--- src/rtl/alu_sequencer.sv ---
// alu_sequencer: issue controller for the combinational ALU.
// Accepts one RV32 OP / OP-IMM instruction at a time and decodes it into alufun/op2sel.
// It holds the ALU inputs for ALU_LAT cycles, captures the result, and offers it on a
// valid/ready writeback port.
// Optional feature: define ALU_SEQ_BYPASS_EN to let a new instruction be accepted in the
// same cycle as a writeback transfer.
module alu_sequencer #(
    parameter int unsigned XLEN    = 32,
    parameter int unsigned ALU_LAT = 1
) (
    input  logic            clk,
    input  logic            rst_n,
    input  logic            in_valid,
    output logic            in_ready,
    input  logic [31:0]     in_inst,
    input  logic [XLEN-1:0] in_rs1_val,
    input  logic [XLEN-1:0] in_rs2_val,
    output logic [2:0]      alu_fun,
    output logic [1:0]      alu_op2sel,
    output logic [31:0]     alu_inst,
    output logic [XLEN-1:0] alu_rs1,
    output logic [XLEN-1:0] alu_op2,
    input  logic [XLEN-1:0] alu_result,
    output logic            out_valid,
    input  logic            out_ready,
    output logic [4:0]      out_rd,
    output logic [XLEN-1:0] out_result,
    output logic            out_err
);

    localparam int unsigned CW = (ALU_LAT < 2) ? 1 : $clog2(ALU_LAT + 1);

    typedef enum logic [1:0] {
        IDLE = 2'd0,
        EXEC = 2'd1,
        WB   = 2'd2
    } state_t;

    state_t          state;
    logic [CW-1:0]   count;

    logic            dec_legal;
    logic [2:0]      dec_fun;
    logic [1:0]      dec_op2sel;
    logic [XLEN-1:0] dec_op2;
    logic [XLEN-1:0] raw_op2;
    logic            accept;

    // Decode the offered instruction into ALU controls and operand 2
    always_comb begin
        dec_legal  = 1'b0;
        dec_fun    = in_inst[14:12];
        dec_op2sel = 2'd1;
        raw_op2    = {{(XLEN-12){in_inst[31]}}, in_inst[31:20]};
        if (in_inst[6:0] == 7'b0110011) begin
            dec_op2sel = 2'd3;
            raw_op2    = in_rs2_val;
        end
        dec_op2 = raw_op2;
        if (in_inst[14:12] == 3'b001) begin
            dec_op2 = {{(XLEN-5){1'b0}}, raw_op2[4:0]};
        end
        case (in_inst[6:0])
            7'b0010011: dec_legal = (in_inst[14:12] == 3'b000) || (in_inst[14:12] == 3'b110) ||
                                    ((in_inst[14:12] == 3'b001) && (in_inst[31:25] == 7'd0));
            7'b0110011: dec_legal = (in_inst[31:25] == 7'd0) &&
                                    ((in_inst[14:12] == 3'b000) || (in_inst[14:12] == 3'b001) ||
                                     (in_inst[14:12] == 3'b110));
            default:    dec_legal = 1'b0;
        endcase
    end

    // Accept readiness: IDLE always, WB only alongside a writeback transfer when bypassing
    always_comb begin
`ifdef ALU_SEQ_BYPASS_EN
        in_ready = (state == IDLE) || ((state == WB) && out_ready);
`else
        in_ready = (state == IDLE);
`endif
    end

    assign accept = in_valid && in_ready;

    // Sequencer FSM with registered ALU-side and writeback outputs
    always_ff @(posedge clk or negedge rst_n) begin
        if (!rst_n) begin
            state      <= IDLE;
            count      <= '0;
            alu_fun    <= '0;
            alu_op2sel <= '0;
            alu_inst   <= '0;
            alu_rs1    <= '0;
            alu_op2    <= '0;
            out_valid  <= 1'b0;
            out_rd     <= '0;
            out_result <= '0;
            out_err    <= 1'b0;
        end else begin
            case (state)
                EXEC: begin
                    if (count == CW'(1)) begin
                        out_result <= alu_result;
                        out_err    <= 1'b0;
                        out_valid  <= 1'b1;
                        state      <= WB;
                    end else begin
                        count <= count - CW'(1);
                    end
                end
                WB: begin
                    if (out_ready) begin
                        out_valid <= 1'b0;
                        state     <= IDLE;
                    end
                end
                default: ;
            endcase
            // An accept (IDLE, or WB with bypass) overrides the WB->IDLE move above
            if (accept) begin
                out_rd <= in_inst[11:7];
                if (dec_legal) begin
                    state      <= EXEC;
                    count      <= CW'(ALU_LAT);
                    alu_fun    <= dec_fun;
                    alu_op2sel <= dec_op2sel;
                    alu_inst   <= in_inst;
                    alu_rs1    <= in_rs1_val;
                    alu_op2    <= dec_op2;
                    out_valid  <= 1'b0;
                end else begin
                    state      <= WB;
                    out_valid  <= 1'b1;
                    out_err    <= 1'b1;
                    out_result <= '0;
                end
            end
        end
    end

endmodule

--- config.mk ---
export PLATFORM = sky130hd
export DESIGN_NAME = alu_sequencer
export DESIGN_NICKNAME = d
export VERILOG_FILES = /design/src/rtl/alu_sequencer.sv
export SDC_FILE = /design/constraint.sdc
export NUM_CORES = 1
export LEC_CHECK = 0
export CAP_MARGIN = 40
export CORE_ASPECT_RATIO = 0.6
export CORE_MARGIN = 5
export CORE_UTILIZATION = 25
export CTS_CLUSTER_SIZE = 10
export DETAILED_ROUTE_END_ITERATION = 10
export PLACE_DENSITY_LB_ADDON = 0.12
export SYNTH_ARGS = -nofsm -noshare
export SYNTH_HDL_FRONTEND = slang
export SYNTH_SLANG_ARGS = --single-unit
--- constraint.sdc ---
create_clock -name clk -period 1.8 [get_ports clk]
set_input_delay 0.36 -clock clk [delete_from_list [all_inputs] [get_ports clk]]
set_output_delay 0.36 -clock clk [all_outputs]
set_load 0.02 [all_outputs]
==> results.ini <==
[status]
status=finished, violations left
violations=setup timing

[routing]
vias=4923
vias_per_cell=4.396
ant_nets=0
drt_iter0_markers=229
drc=0
first_pass_iters=4
wirelength_um=21110
wl_per_cell_um=18.84

[setup_path]
crit_path_max_fanout=7
r2r_cells=8
crit_type=input pin to flip-flop
worstPathArrival_ns=2.15
cp-end-kind=flip-flop
start_kind=input pin
cp.required_ns=2.10

[floorplanning]
die_w_um=214.6
rows=44
io_pins=273
die_h_um=132.8
core_area_um2=24440
dieArea_um2=28490
start_util=0.2569

[synthesis]
ys_seq_area_frac=0.5540
synth_warnings=0
synth_most_common_cell=dfrtp_1
synth_top_cell_by_area=dfrtp_1
synthTopCellsByCount=dfrtp_1, mux2_4, nand2_1
syn_nets=604
yosysTopAreaCellShare=0.5540
synth_edf_count=0
syn_inst=472
avgSynthCellArea_um2=13.30
synth.cell_area_um2=6279
synth.distinct_cells=35
ys_ff_latch=139
synthFlopType=dfrtp_1
synth_area_leaders=dfrtp_1, mux2_4, a21oi_1, nand2_1, buf_12
async_flop_share=1.000

[power_and_ir_drop]
irDropWorstVdd_mv=0.5043
power_density_nw_per_um2=725.3
power_leakage_nw=6.166

[timing]
worst_pin_slew_ns=0.3433
hold_viol=0
max_freq_mhz=542.0
fin_crit_ns=1.845
whs_ns=0.3903
worst_slack_ns=-0.04512
slew_violations=0
fin_crit_sh=1.025
setup_viol_count_final=43
rsz0062_at_grt=yes
fin_skew_ns=0.004146
relSlewSlack=0.7711

[final_layout]
regArea_um2=3480
fill_cells=2298
area_growth_pct=70.05
final_util=0.4368
drive_above_1_share=0.2585
multi_input_area_um2=2510
fin_nets=918

[global_routing]
grt_max_degree=46
overflow=0
grt.total_usage=0.1485
grt_pass1_vias=5426
antenna_found_initial=2
grt_pass1_wl_um=32980

[min_path]
hold_class=input pin to async pin

[place]
place_hpwl_um=15140
portBuffers=272
gp_congestion=0.7790

[clocking]
cts_tree=built
cts_root_buf=clkbuf_16
numCtsBuffers=17
h-tree-depth=4
cts.path.max_buffers=2
clk_pin_slew_worst_paths_ns=0.06
cts_sinks=139
clk_latency_ns=0.42

[job]
drv_cap=0

[where the power goes]
| part | internal [mW] | total, mW | switching, mW |
|---|---|---|---|
| Sequential | 3.19 | 3.23 | 0.0381 |
| Clock | 2.27 | 3.59 | 1.32 |
| Combinational | 0.515 | 0.928 | 0.413 |
| Total | 5.97 | 7.74 | 1.77 |
[cell usage in the layout (no fill, tap or decap), types with 3 or more instances in the layout]
master           netlist  layout
nand4_1               27      27
or2_2                  4       4
nor2b_1                5       4
dlymetal6s2s_1         0      82
clkdlybuf4s50_1        0     137
clkbuf_16              0      17
mux2_4                91      91
dlygate4sd2_1          0      49
dfrtp_1              139     138
o21ai_0                7       6
buf_6                  3       5
mux2_2                10      10
bufinv_16              0       3
clkinv_2               0       4
buf_4                  3      33
nand2_1               66      66
clkbuf_8               0       3
buf_12                 9      17
a21oi_1               60      60
buf_16                 0       6
[stage by stage]
stage	worst slack [ns]	total power [mW]	TNS, ns	instances	instance area, µm²
floorplan	-0.08708	3.581	-7.904	472	6287
global placement	-0.7400	4.220	-85.18	1070	9563
detailed placement	-0.7721	4.228	-86.72	1070	9563
CTS	-0.08750	7.886	-0.9675	1121	10510
global route	-0.1315	8.104	-5.706	1119	10670
finish	-0.04512	7.744	-1.216	1120	10680
[cell type report]
type,count,area share
multi-input combinational,293,0.2351
timing repair buffer,334,0.3452
inverter,1,0.0003516
clock inverter,8,0.01102
antenna,1,0.0002344
tap,322,0.03774
clock buffer,22,0.04442
sequential,139,0.3259
[flip-flops by register name (all words and copies together), names as in the netlist]
register and flops:
count 1, alu_inst 30, out_result 32, out_valid 1
out_rd 5, alu_fun 2, state 1, out_err 1
alu_rs1 32, alu_op2 32, alu_op2sel 2
[worst max-delay path, stage by stage]
cell and delay (ns):
dlygate4sd2_1 0.27, and3b_1 0.21, o211ai_1 0.10, buf_4 0.17, nor3b_4 0.21, buf_6 0.14, buf_12 0.10, buf_12 0.14
buf_12 0.14, mux2_4 0.30
[logic make-up after synthesis]
group           Yosys count  synth area share
compound gates           73           0.06078
buf+inv                  40           0.05360
flops                   139            0.5540
mux                     102            0.2371
simple gates            118           0.09446
[worst paths after layout]
check / from / end / slack [ns]
worst max-delay path: in_inst[12] / alu_op2[25] / -0.05
worst min-delay path: rst_n / alu_op2[30] / 0.39
worst max register to register: out_valid / alu_op2[25] / -0.03
worst min register to register: alu_inst[4] / alu_inst[4] / 0.47
max in group asynchronous: rst_n / alu_op2[0] / 0.74
min in group clk: in_inst[12] / alu_fun[0] / 0.39
[per-layer routing]
metal	track usage	vias up	wire length [µm]	part of all wire
li1	-	2292	-	-
met1	0.2016	2461	9829	0.47
met2	0.2218	149	9488	0.45
met3	0.06301	19	1549	0.073
met4	0.03253	2	224	0.011
met5	0	-	13	0.00062
[timing repair]
item                       4_1_cts  5_1_grt
pin swaps                        6        1
setup buffers                   14        1
resized for setup               79       86
hold endpoints to repair        27        0
gates cloned                     7        0
hold buffers                     1        0
setup endpoints to repair      168      174
(Power assumes the default switching activity.)
